[config.mk]
export PLATFORM = sky130hd
export DESIGN_NAME = program_loader
export DESIGN_NICKNAME = d
export VERILOG_FILES = /design/src/rtl/program_loader_pkg.sv /design/src/rtl/loader_word_assembler.sv /design/src/rtl/program_loader.sv
export SDC_FILE = /design/constraint.sdc
export NUM_CORES = 1
export LEC_CHECK = 0
export ABC_AREA = 1
export CAP_MARGIN = 20
export CORE_MARGIN = 4
export CORE_UTILIZATION = 59
export CTS_BUF_LIST = sky130_fd_sc_hd__clkbuf_2 sky130_fd_sc_hd__clkbuf_4 sky130_fd_sc_hd__clkbuf_8
export CTS_CLUSTER_SIZE = 10
export DETAILED_ROUTE_END_ITERATION = 8
export PLACE_DENSITY = 0.84
export SYNTH_ARGS = -nofsm -noshare
export SYNTH_HDL_FRONTEND = slang
export SYNTH_SLANG_ARGS = --single-unit
[constraint.sdc]
create_clock -name clk -period 7.85 [get_ports clk]
set_input_delay 1.1775 -clock clk [delete_from_list [all_inputs] [get_ports clk]]
set_output_delay 1.1775 -clock clk [all_outputs]
set_load 0.1 [all_outputs]
[src/rtl/program_loader_pkg.sv]
// Shared types and constants for the program loader: FSM state encoding and
// stream framing sizes.
package program_loader_pkg;

  typedef enum logic [2:0] {
    IDLE,
    LEN_LO,
    LEN_HI,
    DATA,
    WRITE,
    CHK,
    DONE,
    ERROR
  } loader_state_t;

  localparam int BYTES_PER_WORD = 4;
  localparam int HDR_BYTES      = 2;

endpackage

[src/rtl/loader_word_assembler.sv]
// Collects little-endian bytes into a 32-bit word; word_ready flags the byte
// that completes a word, with word_full already holding the complete word.
module loader_word_assembler
  import program_loader_pkg::*;
(
  input  logic                        clk,
  input  logic                        reset_n,
  input  logic                        clear,
  input  logic                        byte_valid,
  input  logic [7:0]                  byte_data,
  output logic                        word_ready,
  output logic [8*BYTES_PER_WORD-1:0] word_full
);

  localparam int                IDX_W    = $clog2(BYTES_PER_WORD);
  localparam logic [IDX_W-1:0]  LAST_IDX = IDX_W'(BYTES_PER_WORD - 1);

  logic [IDX_W-1:0]                byte_idx;
  logic [8*(BYTES_PER_WORD-1)-1:0] shift_q;

  // Earlier bytes shift down so the first byte of the word lands in bits 7:0.
  assign word_ready = byte_valid && (byte_idx == LAST_IDX);
  assign word_full  = {byte_data, shift_q};

  always_ff @(posedge clk) begin
    if (!reset_n || clear) begin
      byte_idx <= '0;
    end else if (byte_valid) begin
      byte_idx <= byte_idx + 1'b1;
    end
  end

  always_ff @(posedge clk) begin
    if (byte_valid) begin
      shift_q <= {byte_data, shift_q[8*(BYTES_PER_WORD-1)-1:8]};
    end
  end

endmodule

[src/rtl/program_loader.sv]
// Boot-time instruction memory writer: parses a 16-bit LE word count and LE words
// from a byte stream. Define PROGRAM_LOADER_CHECKSUM_EN for a trailing XOR checksum byte.
module program_loader
  import program_loader_pkg::*;
#(
  parameter int unsigned MEM_WORDS = 256,
  parameter logic [31:0] BASE_ADDR = 32'h0000_0000
) (
  input  logic        clk,
  input  logic        reset_n,
  input  logic        start,
  input  logic [7:0]  rx_data,
  input  logic        rx_valid,
  output logic        rx_ready,
  output logic [31:0] mem_byte_address,
  output logic        mem_write_enable,
  output logic [31:0] mem_write_data,
  output logic        cpu_hold,
  output logic        load_done,
  output logic        load_error
);

  loader_state_t            state, state_nxt, tail_state;
  logic [8*HDR_BYTES-1:0]   count, len;
  logic [15:0]              word_idx;
  logic                     accept, word_ready;
  logic [31:0]              word_full;
  logic                     rx_ready_nxt, we_nxt, hold_nxt, done_nxt, error_nxt;

  assign accept = rx_valid && rx_ready;
  assign len    = {rx_data, count[7:0]};

`ifdef PROGRAM_LOADER_CHECKSUM_EN
  logic [7:0] csum;
  assign tail_state = CHK;
`else
  assign tail_state = DONE;
`endif

  loader_word_assembler u_word_asm (
    .clk        (clk),
    .reset_n    (reset_n),
    .clear      (state != DATA),
    .byte_valid (accept && (state == DATA)),
    .byte_data  (rx_data),
    .word_ready (word_ready),
    .word_full  (word_full)
  );

  // State register; outputs are registered from the next-state decode.
  always_ff @(posedge clk) begin
    if (!reset_n) begin
      state            <= IDLE;
      rx_ready         <= 1'b0;
      mem_write_enable <= 1'b0;
      cpu_hold         <= 1'b1;
      load_done        <= 1'b0;
      load_error       <= 1'b0;
      mem_byte_address <= BASE_ADDR;
      mem_write_data   <= '0;
    end else begin
      state            <= state_nxt;
      rx_ready         <= rx_ready_nxt;
      mem_write_enable <= we_nxt;
      cpu_hold         <= hold_nxt;
      load_done        <= done_nxt;
      load_error       <= error_nxt;
      if (word_ready) begin
        mem_byte_address <= BASE_ADDR + (32'(word_idx) << 2);
        mem_write_data   <= word_full;
      end
    end
  end

  always_comb begin
    state_nxt = state;
    case (state)
      IDLE:   if (start) state_nxt = LEN_LO;
      LEN_LO: if (accept) state_nxt = LEN_HI;
      LEN_HI: begin
        if (accept) begin
          if (len == '0)                         state_nxt = tail_state;
          else if (32'(len) > 32'(MEM_WORDS))    state_nxt = ERROR;
          else                                   state_nxt = DATA;
        end
      end
      DATA:   if (word_ready) state_nxt = WRITE;
      WRITE:  state_nxt = ((word_idx + 16'd1) == count) ? tail_state : DATA;
`ifdef PROGRAM_LOADER_CHECKSUM_EN
      CHK:    if (accept) state_nxt = (rx_data == csum) ? DONE : ERROR;
`else
      CHK:    state_nxt = DONE;
`endif
      DONE, ERROR: if (start) state_nxt = LEN_LO;
      default: state_nxt = IDLE;
    endcase
  end

  always_comb begin
    rx_ready_nxt = state_nxt inside {LEN_LO, LEN_HI, DATA, CHK};
    we_nxt       = (state_nxt == WRITE);
    hold_nxt     = (state_nxt != DONE);
    done_nxt     = (state_nxt == DONE);
    error_nxt    = (state_nxt == ERROR);
  end

  always_ff @(posedge clk) begin
    if (!reset_n) begin
      count    <= '0;
      word_idx <= '0;
    end else begin
      if (state == LEN_LO && accept) count[7:0] <= rx_data;
      if (state == LEN_HI && accept) begin
        count[15:8] <= rx_data;
        word_idx    <= '0;
      end
      if (state == WRITE) word_idx <= word_idx + 16'd1;
    end
  end

`ifdef PROGRAM_LOADER_CHECKSUM_EN
  // Running XOR covers data bytes only; the header resets it.
  always_ff @(posedge clk) begin
    if (state == LEN_HI && accept) csum <= '0;
    else if (state == DATA && accept) csum <= csum ^ rx_data;
  end
`endif

endmodule

==> results.json, run 1 <==
{
  "min_period_ns": 3.41,
  "drt_first_pass_iters": 5,
  "grt_pass1_wl_mm": 18.7,
  "finalMaxSlewViolations": 0,
  "vias_per_cell": 5.44,
  "cts_tree": "done",
  "fp.dieW_um": 98.2,
  "final_antenna_net_count": 0,
  "cts_resized": 0,
  "ctsLongestPathBuffers": 2,
  "worst_setup_path_end_kind": "flip-flop",
  "cap_violations": 0,
  "htree_num_levels": 4,
  "grt.total_usage_pct": 23.9,
  "fin_crit_sh_pct": 43.4,
  "layout.nets": 683,
  "tightest_slew_ns": 0.991,
  "numPortBuffers": 64,
  "wl_per_cell_um": 14.4,
  "ir_drop_v": 0.000141,
  "gp_congestion": 0.900,
  "synth_cell_types": 32,
  "seq_area_frac_synth_pct": 52.5,
  "die_height_um": 98.2,
  "leakagePower_nw": 2.18,
  "rsz0062_at_grt": "false",
  "root_buffer": "clkbuf_8",
  "vias": 4266,
  "gr-usage-met2_pct": 39.7,
  "cp_slowest_cell": "inv_2",
  "hpwl_mm": 7.61,
  "crit_family": "buffers and inverters",
  "cp-start-kind": "input pin",
  "relSlewSlack_pct": 33.7,
  "crit_required_ns": 8.20,
  "drtIter0Drc": 345,
  "syn-mean-instance-area_sq_um": 7.94,
  "ios": 81,
  "hold_violations": 0,
  "synth_top_area_share_pct": 37.5,
  "path_clk_slew_ns": 0.07,
  "busiest_layer": "met2",
  "max_stage_delay_ns": 0.85,
  "row_count": 32,
  "fill_cells": 599,
  "cts_buffers": 17,
  "synth_area_leaders": "dfxtp_1 38%, edfxtp_1 15%, nand2_1 14%",
  "core_sq_um": 7810,
  "antenna_found_initial": 0,
  "synth_top_area_cell": "dfxtp_1",
  "overflow": 0,
  "yosysWarnings": 0,
  "grt_start_max_net_pins": 65,
  "critPathBufInv": 2,
  "syn_to_final_growth_pct": 21.3,
  "status": "complete, no violations",
  "dieArea_sq_um": 9650,
  "power.total_mw": 1.20,
  "crit_type": "input pin to flip-flop",
  "grt_pass1_vias": 4061,
  "antenna_cells": 0,
  "cp.arrival_ns": 3.75,
  "fmaxAchievable_mhz": 294,
  "syn_inst": 605,
  "cts.sinks": 114,
  "hp-class": "flip-flop to flip-flop",
  "finalSetupTns_ns": 0,
  "p_per_area_nw_per_um2": 206,
  "path_cells": "clkdlybuf4s50_1 -> nand2_1 -> nor2_2 -> nand2_2 -> inv_2 -> o21ai_0 -> a21oi_1",
  "drive_above_1_share_pct": 8.80,
  "fin_worst_skew_ns": 0.00905,
  "drc": 0,
  "clock_latency_ns": 0.43,
  "cts_setup_buffers": 0,
  "postCtsHoldBufs": 0,
  "cp_max_fo": 64,
  "yosys_register_bits": 114,
  "start_util_pct": 61.5,
  "setup_viol": 0,
  "grt_util_met1_pct": 29.6,
  "synth_area_sq_um": 4800,
  "use_met3_pct": 6.36,
  "drt_wl_total_mm": 11.3
}
[cells by family (layout without fill, tap and decap cells)]
logic type,after synthesis,after routing,share of synthesized area [%]
buf+inv,86,148,8.13
fa+ha+maj,2,2,0.521
simple gates,278,278,25.5
xor+xnor,2,2,0.365
flops,114,114,52.5
other cells,1,16,0.0781
compound gates,122,122,12.9
[synth_stat cells, drive strengths merged]
cell type	n
a211oi	1
a21oi	83
buf	22
clkbuf	16
clkinv	1
conb	1
dfxtp	90
edfxtp	24
ha	2
inv	47
nand2	181
nand3	34
nand3b	3
nand4	11
nor2	42
nor3	3
nor4	2
o211ai	1
o21ai	36
o31ai	1
or2	2
xor2	2
[power by group]
part	switching (mW)	internal (mW)	total [mW]
sequential	0.00326	0.601	0.604
clock	0.254	0.253	0.506
combinational	0.0708	0.0171	0.0880
[placed cells by master, fill, tap and decap left out, drive strengths merged, types with 17 or more instances in the layout]
cell type / Yosys / final
a21oi: 83 / 83
clkbuf: 16 / 17
clkdlybuf4s50: 0 / 64
dfxtp: 90 / 90
edfxtp: 24 / 24
inv: 47 / 52
nand2: 181 / 181
nand3: 34 / 34
nor2: 42 / 42
o21ai: 36 / 36
[worst register-to-register path, cell delays in order, from the launching register on]
cell     delay (ns)
dfxtp_1        0.40
inv_1          0.08
nor2_1         0.22
nand2_1        0.15
nor2_2         0.28
nand2_2        0.47
inv_2          0.87
o21ai_0        0.19
a21oi_1        0.15
[per-layer routing]
metal	part of all wire [%]	wire (um)
met1	42	4690
met2	49	5510
met3	7.2	815
met4	2.3	259
met5	0	0
[layout make-up]
cell class / instances / area (sq um) / area share, %
Multi-Input combinational cell: 420 / 1950 / 33.5
Tap cell: 102 / 128 / 2.19
Clock inverter: 15 / 134 / 2.30
Timing Repair Buffer: 68 / 678 / 11.6
Sequential cell: 114 / 2520 / 43.3
Inverter: 48 / 180 / 3.09
Clock buffer: 17 / 234 / 4.02
[metrics by stage]
stage / util, % / hold WS [ns] / cells / cell area, sq um / worst slack [ns]
CTS: 74.4 / 0.455 / 783 / 5810 / 3.51
floorplan: - / 0.427 / 620 / 4860 / 4.36
global placement: 69.6 / 0.436 / 750 / 5440 / 3.24
detailed placement: 69.7 / 0.436 / 751 / 5440 / 3.08
finish: 74.6 / 0.451 / 784 / 5830 / 4.44
global route: 74.6 / 0.461 / 784 / 5830 / 4.14
[flip-flops by register name (all words and copies together) (netlist names), 2 cells and up]
name and count:
mem_write_data 32, u_word_asm.shift_q 24, count 16, mem_byte_address 16, word_idx 16, state 3
u_word_asm.byte_idx 2
[final timing paths]
| path | from | end | slack (ns) | depth (start not counted) |
|---|---|---|---|---|
| worst max register to register | state[1]$_SDFF_PN0_ | mem_byte_address[8]$_SDFFE_PN0P_ | 4.97 | 8 |
| worst min-delay path | u_word_asm.shift_q[22]$_DFFE_PP_ | u_word_asm.shift_q[14]$_DFFE_PP_ | 0.45 | 0 |
| worst max-delay path | rx_valid | mem_byte_address[8]$_SDFFE_PN0P_ | 4.44 | 7 |
| worst min register to register | u_word_asm.shift_q[22]$_DFFE_PP_ | u_word_asm.shift_q[14]$_DFFE_PP_ | 0.45 | 0 |
Note: power is estimated with default switching activity, not from simulation.
==> inputs of run 2 (changes only) <==
Settings changed: CORE_UTILIZATION 59 to 50, PLACE_DENSITY 0.84 to 0.76.
Clock period 7.85 ns to 3.02 ns, I/O delays scaled along.
==> run 2 against run 1 <==
Against the previous run: sequential power increased to 2.6 times the previous value; global-route usage decreased by 2.8 points; register-to-register slack got worse by 4.2 ns; critical path type is now flip-flop to flip-flop; die area increased by 16%.
==> results.json, run 2 (synthesized netlist as in run 1, its figures left out) <==
{
  "cts.sinks": 114,
  "leakagePower_nw": 2.33,
  "final_cell_mix": "173 x nand2_1, 90 x dfxtp_1, 83 x a21oi_1",
  "cp-start-kind": "flip-flop",
  "clockPowerShare_pct": 44.8,
  "cts_tree": "done",
  "worst_slack_ns": 0.805,
  "fin_crit_sh_pct": 73.3,
  "htree_num_levels": 4,
  "layout.nets": 687,
  "antenna_found_initial": 0,
  "overflow": 0,
  "ir_drop_v": 0.000269,
  "place_ws_ns": 0.490,
  "ctsLongestPathBuffers": 2,
  "largest_reg_flops": 32,
  "critPathLaunch": "word_idx[1]$_SDFFE_PN0P_",
  "fmaxAchievable_mhz": 451,
  "relSlewSlack_pct": 63.4,
  "met3_length_um": 823,
  "numPortBuffers": 64,
  "drtIter0Drc": 295,
  "hpwl_mm": 8.11,
  "postCtsHoldBufs": 0,
  "drt_wl_total_mm": 11.8,
  "route.met2.wl_mm": 5.71,
  "highest_layer": "met4",
  "path_clk_slew_ns": 0.08,
  "cap_violations": 0,
  "cp_max_fo": 7,
  "fp.dieW_um": 106,
  "dpl-instance-area_sq_um": 5400,
  "multiInputGateArea_sq_um": 1950,
  "seqCellArea_sq_um": 2520,
  "antenna_cells": 0,
  "regMostFlops": "mem_write_data",
  "fin_util_pct": 62.5,
  "start_util_pct": 51.8,
  "cts_setup_buffers": 0,
  "top_regs": "mem_write_data: 32 flops, u_word_asm.shift_q: 24 flops",
  "netSwitchingFraction_pct": 27.5,
  "rsz0062_at_grt": "false",
  "setup_viol": 0,
  "grt_pass1_wl_mm": 18.9,
  "grt.total_usage_pct": 21.1,
  "wl_per_cell_um": 14.4,
  "hold_violations": 0,
  "p_per_area_nw_per_um2": 562,
  "finalMaxSlewViolations": 0,
  "final_antenna_net_count": 0,
  "drc": 0,
  "cp.arrival_ns": 2.52,
  "root_buffer": "clkbuf_8",
  "die_height_um": 106,
  "status": "complete, no violations",
  "gp_congestion": 0.864,
  "vias_per_cell": 5.26,
  "wl_met1_mm": 4.93,
  "crit_required_ns": 3.33,
  "grt_start_max_net_pins": 38,
  "hp-class": "flip-flop to flip-flop",
  "clock_latency_ns": 0.43,
  "crit_type": "flip-flop to flip-flop",
  "fill_cells": 790,
  "dieArea_sq_um": 11200,
  "worst_setup_path_end_kind": "flip-flop",
  "p_comb_share_pct": 7.0,
  "grt_pass1_vias": 4062,
  "vias": 4284,
  "finalSetupTns_ns": 0,
  "power_switching_mw": 0.897,
  "hp-start": "u_word_asm.shift_q[17]$_DFFE_PP_",
  "seq_power_share_pct": 48.1,
  "tightest_slew_ns": 0.547,
  "cts_resized": 0,
  "fin_area_sq_um": 5800,
  "min_period_ns": 2.22,
  "layout_commonest_cell": "nand2_1",
  "fin_worst_skew_ns": 0.00781,
  "drive_above_1_share_pct": 17.2,
  "syn_to_final_growth_pct": 20.8,
  "core_sq_um": 9280,
  "ios": 81,
  "drt_first_pass_iters": 5,
  "p_int_mw": 2.36,
  "cts_buffers": 17,
  "row_count": 35,
  "r2r_start": "word_idx[1]$_SDFFE_PN0P_"
}
## run 2: changes by cell type in the layout (fill, tap and decap cells not counted), sizes merged
cell / delta
inv: +1
buf: +57
clkinvlp: -1
clkdlybuf4s50: -53
bufinv: +1
clkinv: -1
## run 2: worst paths after layout
path | endpoint | slack [ns] | depth (start not counted)
setup / recovery | cpu_hold$_SDFF_PN1_ | 0.80 | 14
hold / removal | u_word_asm.shift_q[9]$_DFFE_PP_ | 0.44 | 0
setup reg to reg | cpu_hold$_SDFF_PN1_ | 0.80 | 14
hold reg to reg | u_word_asm.shift_q[9]$_DFFE_PP_ | 0.44 | 0
## run 2: area by class of cell
cell class / instances / area share (%)
Inverter: 48 / 3.10
Sequential cell: 114 / 43.5
Clock inverter: 15 / 3.00
Timing Repair Buffer: 72 / 10.0
Tap cell: 129 / 2.78
Clock buffer: 17 / 4.03
Multi-Input combinational cell: 420 / 33.6
## run 2: critical path, cell delays in order (launching register included)
cell and delay (ns):
dfxtp_1 0.41, ha_1 0.23, nand2_2 0.11, nor2_4 0.20
nand2_1 0.08, nand2_1 0.08, nand2_1 0.08, nand2_1 0.07
nand2_1 0.06, inv_2 0.05, nand2_1 0.06, nor2_2 0.21
nand4_2 0.17, a21oi_1 0.22, nand3_1 0.09
## run 2: per-layer routing
metal / vias up / track usage (%)
met2: 178 / 34.7
met5: - / 0
met1: 1977 / 25.9
met3: 33 / 5.65
met4: 0 / 9.44
li1: 2096 / -
## run 2: power by group through the flow
stage               Sequential, mW  Clock (mW)  Combinational [mW]
floorplan                     1.62           0               0.179
global placement              1.60           0               0.224
detailed placement            1.61           0               0.226
CTS                           1.57        1.48               0.227
global route                  1.57        1.56               0.242
finish                        1.57        1.46               0.229
## run 2: stage by stage
| stage | power, mW | hold WS [ns] | instances |
|---|---|---|---|
| finish | 3.26 | 0.444 | 815 |
| global route | 3.37 | 0.471 | 815 |
| CTS | 3.28 | 0.442 | 815 |
| detailed placement | 1.83 | 0.434 | 783 |
| global placement | 1.83 | 0.432 | 783 |
| floorplan | 1.79 | 0.427 | 620 |
==> inputs of run 3 (changes only) <==
Clock period 3.02 ns to 1.95 ns, I/O delays scaled along.
==> run 3 against run 2 <==
Against the previous run: the run now ends with negative setup slack left; first-iteration DRC count fell by 2.4%; largest power group unchanged; global-route usage grew 1.8 points; register-to-register slack worse by 0.87 ns; die area did not move; count of clock-buffer cells in the layout stayed put; setup slack worse by 0.87 ns; largest cell class unchanged; critical endpoint unchanged; via count up 3.9%.
==> results.json, run 3 (synthesized netlist as in run 1, its figures left out) <==
{
  "drt_wl_total_mm": 12.7,
  "final_cell_mix": "166 x nand2_1, 94 x buf_4, 83 x dfxtp_1",
  "drt_first_pass_iters": 6,
  "grt_pass1_wl_mm": 20.4,
  "grt_util_met1_pct": 27.3,
  "final_antenna_net_count": 0,
  "cp_slowest_cell": "dfxtp_4",
  "layout_commonest_cell": "nand2_1",
  "postCtsHoldBufs": 0,
  "power_switching_mw": 1.40,
  "htree_num_levels": 4,
  "p_int_mw": 3.81,
  "max_stage_delay_ns": 0.38,
  "dp_cells": 810,
  "leakagePower_nw": 2.56,
  "cp_max_fo": 7,
  "top_regs": "mem_write_data: 32 flops, u_word_asm.shift_q: 24 flops",
  "fmaxAchievable_mhz": 496,
  "fill_cells": 782,
  "clock_latency_ns": 0.42,
  "cts_tree": "done",
  "crit_family": "simple AND/OR/NAND/NOR gates",
  "netSwitchingFraction_pct": 26.9,
  "finalSetupTns_ns": -0.197,
  "gp_congestion": 0.857,
  "fin_crit_sh_pct": 103,
  "multiInputGateArea_sq_um": 2110,
  "root_buffer": "clkbuf_8",
  "worst_setup_path_end_kind": "flip-flop",
  "p_per_area_nw_per_um2": 828,
  "worst_slack_ns": -0.0666,
  "layout.nets": 723,
  "fin_worst_skew_ns": 0.0110,
  "drive_above_1_share_pct": 25.2,
  "overflow": 0,
  "syn_to_final_growth_pct": 30.9,
  "busiest_layer": "met2",
  "crit_type": "flip-flop to flip-flop",
  "setup_viol": 5,
  "whs_path_depth": 0,
  "seq_power_share_pct": 46.7,
  "min_period_ns": 2.02,
  "grt.total_usage_pct": 22.8,
  "antenna_cells": 0,
  "hp-class": "flip-flop to flip-flop",
  "cp.depth": 14,
  "cap_violations": 0,
  "cts_buffers": 17,
  "grt_pass1_vias": 4324,
  "crit_required_ns": 2.26,
  "seqCellArea_sq_um": 2540,
  "cp.arrival_ns": 2.33,
  "finalMaxSlewViolations": 0,
  "use_met3_pct": 4.98,
  "fin_area_sq_um": 6290,
  "cts.sinks": 114,
  "place_ws_ns": -0.0814,
  "antenna_found_initial": 0,
  "vias": 4450,
  "grt_start_max_net_pins": 41,
  "hpwl_mm": 8.73,
  "row_count": 35,
  "cp-start-kind": "flip-flop",
  "drc": 0,
  "dpl-instance-area_sq_um": 5630,
  "p_comb_share_pct": 7.6,
  "start_util_pct": 51.8,
  "critPathBufInv": 0,
  "path_cells": "ha_4 -> nand2_2 -> nor2_4 -> nand4_1 -> nand2_1 -> nand2_1 -> nand2_1 -> nand2_1 -> nor2_4 -> nand3_2 -> nand2_2 -> nand2_2 -> nand2_4 -> nand3_2",
  "finalNonFillerCells": 851,
  "die_height_um": 106,
  "regMostFlops": "mem_write_data",
  "hold_violations": 0,
  "path_clk_slew_ns": 0.08,
  "crit_top_cell": "nand2_1",
  "rsz0062_at_grt": "true",
  "fp.dieW_um": 106,
  "dieArea_sq_um": 11200,
  "ctsLongestPathBuffers": 2,
  "core_sq_um": 9280,
  "clockPowerShare_pct": 45.7,
  "vias_per_cell": 5.23,
  "ios": 81,
  "r2r.worst_path.cells": 14,
  "wl_per_cell_um": 14.9,
  "drtIter0Drc": 288,
  "ir_drop_v": 0.000354,
  "status": "finished, violations left",
  "gr-usage-met2_pct": 40.4,
  "numPortBuffers": 64,
  "violations": "negative setup slack",
  "largest_reg_flops": 32
}
[run 3: layer usage]
metal	up-vias	wire [um]
met5	-	0
met1	2083	5170
met4	0	197
li1	2164	-
met3	22	868
met2	181	6420
[run 3: metrics by stage]
step	hold WS (ns)	power, mW	util, %
finish	0.454	5.21	67.7
floorplan	0.391	2.78	-
CTS	0.452	5.23	66.1
detailed placement	0.435	2.86	60.7
global route	0.465	5.38	67.7
global placement	0.433	2.85	60.7
[run 3: final timing paths]
check,startpoint,slack (ns),endpoint
max,word_idx[0]$_SDFFE_PN0P_,-0.07,cpu_hold$_SDFF_PN1_
min,u_word_asm.shift_q[20]$_DFFE_PP_,0.45,u_word_asm.shift_q[12]$_DFFE_PP_
max reg2reg,word_idx[0]$_SDFFE_PN0P_,-0.07,cpu_hold$_SDFF_PN1_
min reg2reg,u_word_asm.shift_q[20]$_DFFE_PP_,0.45,u_word_asm.shift_q[12]$_DFFE_PP_
[run 3: worst register-to-register path, delay by kind of cell (launching register included)]
kind | cells | cell delay (ns)
adder cells (fa/ha/maj) | 1 | 0.14
AND/OR/NAND/NOR | 13 | 1.38
flip-flops | 1 | 0.38
[run 3: power groups by stage]
stage / combinational [mW] / clock, mW / sequential, mW
4_1_cts: 0.375 / 2.42 / 2.44
5_1_grt: 0.420 / 2.53 / 2.43
3_3_place_gp: 0.365 / 0 / 2.49
3_5_place_dp: 0.371 / 0 / 2.49
6_report: 0.396 / 2.38 / 2.43
2_1_floorplan: 0.279 / 0 / 2.51
[run 3: final cells by class]
class / count / share of cell area (%)
Inverter: 48 / 2.87
Clock buffer: 17 / 3.72
Multi-Input combinational cell: 420 / 33.6
Timing Repair Buffer: 108 / 13.8
Tap cell: 129 / 2.57
Clock inverter: 15 / 3.04
Sequential cell: 114 / 40.4
[run 3: repair_timing]
item | CTS | global route
pin swaps | 14 | 17
gates resized for setup | 13 | 28
buffers inserted | 4 | 5
setup endpoints to repair | 5 | 6
